$ cat src/rtl/piso_shift_transmitter.sv
// piso_shift_transmitter: valid/ready-loaded word shifted out serially, one bit per DIV clocks
// Ports:
//   clock, reset            rising-edge clock, asynchronous active-high reset
//   data_in, load_valid     word offered by the requester
//   load_ready              high in IDLE; a word is taken when load_valid && load_ready
//   serial_out              registered serial data, IDLE_LEVEL when not shifting
//   bit_strobe              pulse in the first cycle of each bit
//   busy                    high while shifting
//   done                    pulse in the first IDLE cycle after the last bit
module piso_shift_transmitter #(
    parameter int WIDTH      = 8,
    parameter int DIV        = 4,
    parameter int MSB_FIRST  = 1,
    parameter bit IDLE_LEVEL = 1'b0
) (
    input  logic             clock,
    input  logic             reset,
    input  logic [WIDTH-1:0] data_in,
    input  logic             load_valid,
    output logic             load_ready,
    output logic             serial_out,
    output logic             bit_strobe,
    output logic             busy,
    output logic             done
);
    localparam int DW = DIV > 1 ? $clog2(DIV) : 1;
    localparam int BW = WIDTH > 1 ? $clog2(WIDTH) : 1;
    typedef enum logic {IDLE, SHIFT} state_t;
    state_t state, next_state;
    logic [WIDTH-1:0] shreg, shreg_nxt, shifted;
    logic [WIDTH:0] wide;
    logic [DW-1:0] div_cnt, div_nxt;
    logic [BW-1:0] bit_cnt, bit_nxt;
    logic accept, bit_end, last;
    logic serial_nxt, strobe_nxt, busy_nxt, done_nxt;
    function automatic logic head(input logic [WIDTH-1:0] x);
        return MSB_FIRST != 0 ? x[WIDTH-1] : x[0];
    endfunction
    assign load_ready = state == IDLE;
    assign accept     = load_valid && load_ready;
    assign bit_end    = state == SHIFT && div_cnt == DW'(DIV - 1);
    assign last       = bit_end && bit_cnt == BW'(WIDTH - 1);
    always_ff @(posedge clock or posedge reset) begin
        if (reset) begin
            state      <= IDLE;
            shreg      <= '0;
            div_cnt    <= '0;
            bit_cnt    <= '0;
            serial_out <= IDLE_LEVEL;
            bit_strobe <= 1'b0;
            busy       <= 1'b0;
            done       <= 1'b0;
        end else begin
            state      <= next_state;
            shreg      <= shreg_nxt;
            div_cnt    <= div_nxt;
            bit_cnt    <= bit_nxt;
            serial_out <= serial_nxt;
            bit_strobe <= strobe_nxt;
            busy       <= busy_nxt;
            done       <= done_nxt;
        end
    end
    always_comb begin
        next_state = state;
        if (state == IDLE && accept) next_state = SHIFT;
        if (last) next_state = IDLE;
    end
    always_comb begin
        // one extra bit so the fill works for WIDTH = 1 as well
        wide       = MSB_FIRST != 0 ? {shreg, IDLE_LEVEL} : {IDLE_LEVEL, shreg};
        shifted    = MSB_FIRST != 0 ? wide[WIDTH-1:0] : wide[WIDTH:1];
        shreg_nxt  = accept ? data_in : (bit_end && !last) ? shifted : shreg;
        div_nxt    = accept ? '0 : bit_end ? '0 : state == SHIFT ? div_cnt + DW'(1) : div_cnt;
        bit_nxt    = accept ? '0 : (bit_end && !last) ? bit_cnt + BW'(1) : bit_cnt;
        serial_nxt = accept ? head(data_in) : last ? IDLE_LEVEL : bit_end ? head(shifted)
                   : state == IDLE ? IDLE_LEVEL : serial_out;
        strobe_nxt = accept || (bit_end && !last);
        busy_nxt   = next_state == SHIFT;
        done_nxt   = last;
    end
endmodule
$ cat config.mk
export PLATFORM = sky130hd
export DESIGN_NAME = piso_shift_transmitter
export DESIGN_NICKNAME = d
export VERILOG_FILES = /design/src/rtl/piso_shift_transmitter.sv
export SDC_FILE = /design/constraint.sdc
export NUM_CORES = 1
export LEC_CHECK = 0
export CAP_MARGIN = 20
export CORE_MARGIN = 4
export CORE_UTILIZATION = 47
export CTS_CLUSTER_SIZE = 25
export DETAILED_ROUTE_END_ITERATION = 12
export PLACE_DENSITY = 0.8
export SLEW_MARGIN = 10
export SYNTH_ARGS = -nofsm -noshare
export SYNTH_HDL_FRONTEND = slang
export SYNTH_SLANG_ARGS = --single-unit
$ cat constraint.sdc
create_clock -name clock -period 1.9 [get_ports clock]
set_input_delay 0.38 -clock clock [delete_from_list [all_inputs] [get_ports clock]]
set_output_delay 0.38 -clock clock [all_outputs]
set_load 0.005 [all_outputs]
# Word-level counts from Yosys, hierarchy flattened
# Index checks and enable logic that the tools add are counted.
dict set report totals {
  regBits 16
  elab_cells 36
}
dict set report classes {
  addsub 2
  n_eq_ne 3
  mux 13
  bitwise 1
  reduce_logical 10
}
# op count
set ops {}
lappend ops {{two-way mux 7 bit} 2}
lappend ops {{two-way mux 1 bit} 6}
lappend ops {{two-way mux 2 bit} 3}
lappend ops {{two-way mux 3 bit} 2}
lappend ops {{logical AND 1 bit} 5}
lappend ops {{inequality test 4 x 1 -> 1 bit, second input constant} 1}
lappend ops {{nonzero test 2 bit} 2}
lappend ops {{adder 3 x 1 -> 3 bit, second input constant} 1}
lappend ops {{equality test 3 bit, second input constant} 1}
lappend ops {{nonzero test 3 bit} 1}
lappend ops {{adder 2 x 1 -> 2 bit, second input constant} 1}
lappend ops {{equality test 2 bit, second input constant} 1}
lappend ops {{zero test 1 bit} 1}
lappend ops {{logical OR 1 bit} 1}
lappend ops {{NOT 1 bit} 1}

# Longest topological paths before layout
# Gate-level depths: netlist of the first run.
dict set report depth {
  depth_word 7
  mapped_depth 6
  ltp_nobuf 5
}

# Worst setup path after synthesis of the first run
# OpenSTA, ideal clock, no wires.
dict set report synth_path {
  path_kind {flip-flop to flip-flop}
  startpoint {register bit_cnt[0]}
  endpoint {register shreg[5]}
  arrival_ps 1259
  t_required_ps 1776
  path_slack_ps 517
  stages_incl_launch_ff 7
  path_buffers 1
  period_less_slack_ps 1383
  path_cell_list {dfrtp_1 > ha_1 > ha_1 > nand3b_1 > buf_2 > nand3_1 > nand3_1}
}
dict set report synth_via {
  elab_chain_cells 5
}
# element line_no
set synth_rtl {}
lappend synth_rtl {{from (decl)} 33} ;# logic [BW-1:0] bit_cnt, bit_nxt;
lappend synth_rtl {{from (signal assigned)} 57} ;# bit_cnt <= bit_nxt;
lappend synth_rtl {{equality test 3 bit} 42} ;# assign last = bit_end && bit_cnt == BW'(WIDTH - 1);
lappend synth_rtl {{logical AND 1 bit} 42}
lappend synth_rtl {{zero test 1 bit} 73} ;# shreg_nxt = accept ? data_in : (bit_end && !last) ? shifted : shreg;
lappend synth_rtl {{logical AND 1 bit} 73}
lappend synth_rtl {{nonzero test 2 bit (no source line)} n/a}
lappend synth_rtl {{to (signal assigned)} 55} ;# shreg <= shreg_nxt;
lappend synth_rtl {{to (decl)} 30} ;# logic [WIDTH-1:0] shreg, shreg_nxt, shifted;
# No other way between the ends.
# A chain may end at the register's enable or synchronous reset.

# Worst setup path in the final report of the first run
dict set report layout_path {
  startpoint {register state}
  endpoint {output port load_ready}
}
dict set report layout_via {
  elab_chain_cells 1
}
# element line_no
set layout_rtl {}
lappend layout_rtl {{from (decl)} 29} ;# state_t state, next_state;
lappend layout_rtl {{from (signal assigned)} 54} ;# state <= next_state;
lappend layout_rtl {{NOT 1 bit} n/a}
lappend layout_rtl {{to (decl)} 20} ;# output logic load_ready,
# No other way between the ends.

==> summary.md, run 1 <==
| Metric | Value |
|---|---|
| RSZ-0062 raised after global routing | `false` |
| Post-synth EDFFs | `0` |
| WS Path Type | `reg -> out` |
| Critical path's largest stage delay | `520 ps` |
| Die ar. | `0.00226 mm2` |
| P&R area growth vs syn | `23.2%` |
| Top_reg_cell synth | `dfrtp_1` |
| Least-Margin Pin Slew | `approximately 600 ps` |
| Multi-input gate area | `289 um2` |
| GR Util met1 | `18.3%` |
| Post-synth cell types | `22` |
| Worst Hold Class | `in -> async` |
| Clock Latency Late Sink | `280 ps` |
| Leading area contributor after synthesis | `dfrtp_1` |
| # setup viols final | `0` |
| Status | `finished, final reports clean` |
| Post-synthesis cell area | `733 um2` |
| Largest net degree at the start of global routing | `17` |
| Max Freq | `roughly 0.55 GHz` |
| Drt first pass iters | `4` |
| Routed vias | `569` |
| Relative slew slack | `60.1%` |
| Commonest cells in the netlist | `17 x nand2_1, 16 x dfrtp_1, 10 x nand3_1` |
| Met2 usage | `21.7%` |
| Dominant cell by count in the synthesized netlist | `nand2_1` |
| Leading cell types by total area after synthesis | `dfrtp_1 55%, nand2_1 8.7%, nand3_1 6.8%` |
| M3 GR Usage | `under 10%` |
| Final Net Count | `105` |
| N_diodes | `0` |
| Register Area | `around 400 um2` |
| Asr flop ratio synth | `100%` |
| Antenna violations before repair | `0` |
| Setup WS pre-CTS | `263 ps` |
| Final WS setup | `around 90 ps` |
| Die Wd | `~47 um` |
| Final worst path period need | `between 1500 and 2000 ps` |
| Clk_skew | `approximately 3.4 ps` |
| Crit-path max FO | `9` |
| Seq/Total Area, Yosys | `a little over half` |
| Slew Limit Fails | `0` |
| Max-cap violations | `0` |
| Gr ovfl total | `0` |
| Worst Path Required | `1520 ps` |
| Synth Register Bits | `16` |
| Rows | `13` |
| Startpoint Class | `flop` |
| Pleak | `0.000444 uW` |
| DR iter-0 viols | `11` |
| Hold-fix buffers, CTS | `0` |
| First-pass GRT wire length | `between 2000 and 2500 um` |
| Yosys top cell area share | `54.6%` |
| Die Ht | `47.5 um` |
| Num ports | `16` |
| Fill cell count | `110` |
| Busiest metal layer after global routing | `met2` |
| CTS tree | `yes` |
| Syn_nets | `88` |
| Worst-path cell chain | `inv_1, clkdlybuf4s50_1` |
| Longest Clk Path Bufs | `2` |
| Worst-path clk slew | `80 ps` |
| Sink Count | `16` |
| Post-synthesis cell count | `between 70 and 80` |
| Starting density of the core | `53.0%` |
| Period utilization | `between 90% and 100%` |
| Final-report hold violation count | `0` |
| Fraction of layout cells with a size suffix above 1 | `8.99%` |
| Final setup TNS | `0 ps` |
| WL per Instance | `12.9 um` |
| Clock root buffer | `clkbuf_4` |
| Crit path DAT | `roughly 1400 ps` |
| DPL Wire Length | `1000 um` |
| H-tree depth reported by CTS | `1` |
| Cts repair resizes | `0` |
| Max rail drop VDD | `roughly 0.00093 V` |
| GPL Wtd Cong | `0.775` |
| DRC | `0` |
| Syn Area/Cell | `9.91 um2` |
| Vias per std cell | `5.47` |
| Final wirelength | `between 1000 and 1500 um` |
| # Post-CTS Setup Buffers | `0` |
| Final ANT Viol Nets | `0` |
| Synth warn | `0` |
| CP Capture Type | `output pin` |
| CTS buffer count | `3` |
| Crit-path slowest cell | `clkdlybuf4s50_1` |
| IO Port Bufs | `15` |
| Gr usage total | `14.1%` |
| Core area | `about 0.0014 mm2` |
| P per Cell Area | `1230 mW/mm2` |
| Vias in the first global route | `522` |
==> layer usage <==
| metal | vias to the layer above | part of all wire, % |
|---|---|---|
| li1 | 284 | - |
| met1 | 257 | 46 |
| met2 | 26 | 44 |
| met3 | 2 | 9.3 |
| met4 | 0 | 0.60 |
| met5 | - | 0 |
==> critical path, delay by kind of cell, from the launching register on <==
family                 cells  cell delay [ps]
flip-flops                 1              470
buffers and inverters      2              690
==> through the flow <==
step / util (%) / instance area (um2) / std cells / power [uW] / hold WS [ps]
2_1_floorplan: - / 733 / 74 / 844 / 294
3_3_place_gp: 63.7 / 881 / 101 / 941 / 463
3_5_place_dp: 63.7 / 881 / 101 / 953 / 479
4_1_cts: 65.3 / 903 / 104 / 1120 / 470
5_1_grt: 65.3 / 903 / 104 / 1210 / 494
6_report: 65.3 / 903 / 104 / 1110 / 462
==> area by class of cell <==
type,count,share of cell area [%]
Sequential cell,16,44.3
Multi-Input combinational cell,50,32.0
Timing Repair Buffer,16,17.5
Clock buffer,3,2.49
Tap cell,15,2.08
Inverter,4,1.66
==> power breakdown <==
| group | total, uW | switching, uW | internal, uW |
|---|---|---|---|
| combinational | 399 | 208 | 191 |
| clock | 167 | 94.0 | 73.4 |
| sequential | 541 | 73.0 | 468 |
| total | 1110 | 375 | 732 |
==> cells by family (layout without fill, tap and decap cells) <==
logic type	Yosys count	after routing	share of synthesized area (%)
simple gates	34	34	21.3
compound gates	13	13	13.0
flops	16	16	54.6
fa+ha+maj	3	3	5.12
buf+inv	8	23	5.97
==> state kept, by name (all words and copies together), names as in the netlist <==
name / cells
state: 1
done: 1
serial_out: 1
shreg: 7
bit_strobe: 1
bit_cnt: 3
div_cnt: 2
==> cell usage in the layout (no fill, tap or decap), types with 2 or more instances in the layout <==
master / n
clkbuf_4: 3
ha_1: 3
nor2_1: 2
a21oi_2: 4
a22oi_1: 3
inv_1: 4
nand2_1: 17
clkdlybuf4s50_1: 15
dfrtp_1: 16
nand3_1: 10
==> path summary, 6_finish.rpt <==
| path | startpoint | endpoint | slack (ps) | cells after the start |
|---|---|---|---|---|
| hold / removal | reset | shreg[4] | 460 | 2 |
| setup / recovery | state | load_ready | 90 | 2 |
| setup reg to reg | bit_cnt[0] | shreg[5] | 270 | 5 |
| max in group asynchronous | reset | state | 1050 | 2 |
| min in group clock | div_cnt[0] | div_cnt[0] | 500 | 1 |
| hold reg to reg | div_cnt[0] | div_cnt[0] | 500 | 1 |
Note: power is estimated with default switching activity, not from simulation.
==> inputs of run 2 (changes only) <==
Settings changed: CTS_BUF_LIST set to sky130_fd_sc_hd__clkbuf_8 sky130_fd_sc_hd__clkbuf_16, TNS_END_PERCENT set to 30.
==> run 2 against run 1 <==
Effect of this change:
- final area up 2.1%
- critical path depth did not move
- combinational power about the same
- flip-flop and latch count is the same
==> summary.md, run 2 (synthesis gave the netlist of run 1 again) <==
| Metric | Value |
|---|---|
| Max-cap violations | `0` |
| Antenna violations before repair | `0` |
| Vias per std cell | `5.42` |
| Relative slew slack | `61.0%` |
| IO Port Bufs | `15` |
| Max reg flops | `7` |
| Gr usage total | `15.0%` |
| CTS buffer count | `3` |
| Routed vias | `564` |
| Post-Route Utilization | `between 60% and 70%` |
| DR iter-0 viols | `17` |
| DRC | `0` |
| Largest net degree at the start of global routing | `17` |
| RSZ-0062 raised after global routing | `false` |
| Reg with most FFs | `shreg` |
| Gr ovfl total | `0` |
| GR Util met1 | `19.3%` |
| P&R area growth vs syn | `25.8%` |
| Most frequent cells in the layout | `17 x nand2_1, 16 x dfrtp_1, 15 x clkdlybuf4s50_1, 10 x nand3_1` |
| CTS tree | `yes` |
| WL per Instance | `13.1 um` |
| Starting density of the core | `53.0%` |
| # Post-CTS Setup Buffers | `0` |
| Busiest metal layer after global routing | `met2` |
| Max Freq | `0.564 GHz` |
| N_diodes | `0` |
| WS Path Type | `reg -> out` |
| Final wirelength | `1360 um` |
| Crit-path max FO | `9` |
| Final setup TNS | `0 ps` |
| Status | `finished, final reports clean` |
| Final-report hold violation count | `0` |
| Met2 usage | `between 20% and 30%` |
| Core area | `about 0.0014 mm2` |
| M3 GR Usage | `5.64%` |
| Slew Limit Fails | `0` |
| GPL Wtd Cong | `0.775` |
| Startpoint Class | `flop` |
| First-pass GRT wire length | `between 2000 and 2500 um` |
| Hold-fix buffers, CTS | `0` |
| Die ar. | `roughly 0.0023 mm2` |
| H-tree depth reported by CTS | `1` |
| Crit path DAT | `1390 ps` |
| CP Capture Type | `output pin` |
| Sink Count | `16` |
| Cts repair resizes | `0` |
| Die Wd | `47.5 um` |
| Clock root buffer | `clkbuf_8` |
| Vias in the first global route | `about 530` |
| Largest registers | `shreg (7), bit_cnt (3), div_cnt (2)` |
| Most common cell after layout, fill and taps aside | `nand2_1` |
| Least-Margin Pin Slew | `roughly 600 ps` |
| Worst-path clk slew | `60 ps` |
| Longest Clk Path Bufs | `2` |
| Fraction of layout cells with a size suffix above 1 | `8.99%` |
| Pleak | `0.000451 uW` |
| Fin cells | `104` |
| Worst Hold Class | `in -> async` |
| DPL Wire Length | `roughly 1000 um` |
| Final ANT Viol Nets | `0` |
| # setup viols final | `0` |
| Max rail drop VDD | `0.000688 V` |
| Final worst path period need | `around 1800 ps` |
| Worst Path Required | `1520 ps` |
| Final Net Count | `105` |
| Rows | `13` |
| Clk_skew | `0.810 ps` |
| Period utilization | `93.4%` |
| Clock Latency Late Sink | `approximately 250 ps` |
| Die Ht | `47.5 um` |
| Drt first pass iters | `4` |
| P per Cell Area | `1290 mW/mm2` |
| Placed Cells | `101` |
| Num ports | `16` |
run 2: cell counts in the layout (fill, tap and decap cells not counted):
Identical to the previous run, type by type.
run 2: critical path, stage by stage, from the launching register on:
cell	delay, ps
dfrtp_1	460
inv_1	170
clkdlybuf4s50_1	520
run 2: report_power, final:
part | switching (uW) | total [uW] | internal [uW]
Clock | 107 | 248 | 141
Sequential | 73.0 | 542 | 469
Combinational | 208 | 399 | 191
run 2: layout make-up:
class                           instances  area (um2)
Sequential cell                        16         400
Fill cell                             114         460
Multi-Input combinational cell         50         289
Timing Repair Buffer                   16         158
Inverter                                4        15.0
Tap cell                               15        18.8
Clock buffer                            3        41.3
run 2: metal layers:
layer | routed length [um] | up-vias
li1 | - | 282
met1 | 615 | 254
met2 | 589 | 23
met3 | 128 | 5
met4 | 27 | 0
met5 | 0 | -
run 2: stage by stage:
step                setup slack (ps)  area (um2)  hold WS (ps)  total power [uW]
floorplan                        517         733           294               844
global placement                 342         881           463               941
detailed placement               263         881           479               953
CTS                              116         922           490              1200
global route                    42.0         922           519              1290
finish                           126         922           491              1190
run 2: worst paths after layout:
kind / cells past startpoint / from / slack, ps / to
max: 2 / state / 130 / load_ready
min: 2 / reset / 490 / shreg[5]
max reg2reg: 5 / bit_cnt[0] / 270 / shreg[5]
min reg2reg: 1 / div_cnt[0] / 500 / div_cnt[0]
max in group asynchronous: 2 / reset / 1030 / shreg[3]
min in group clock: 1 / div_cnt[0] / 500 / div_cnt[0]
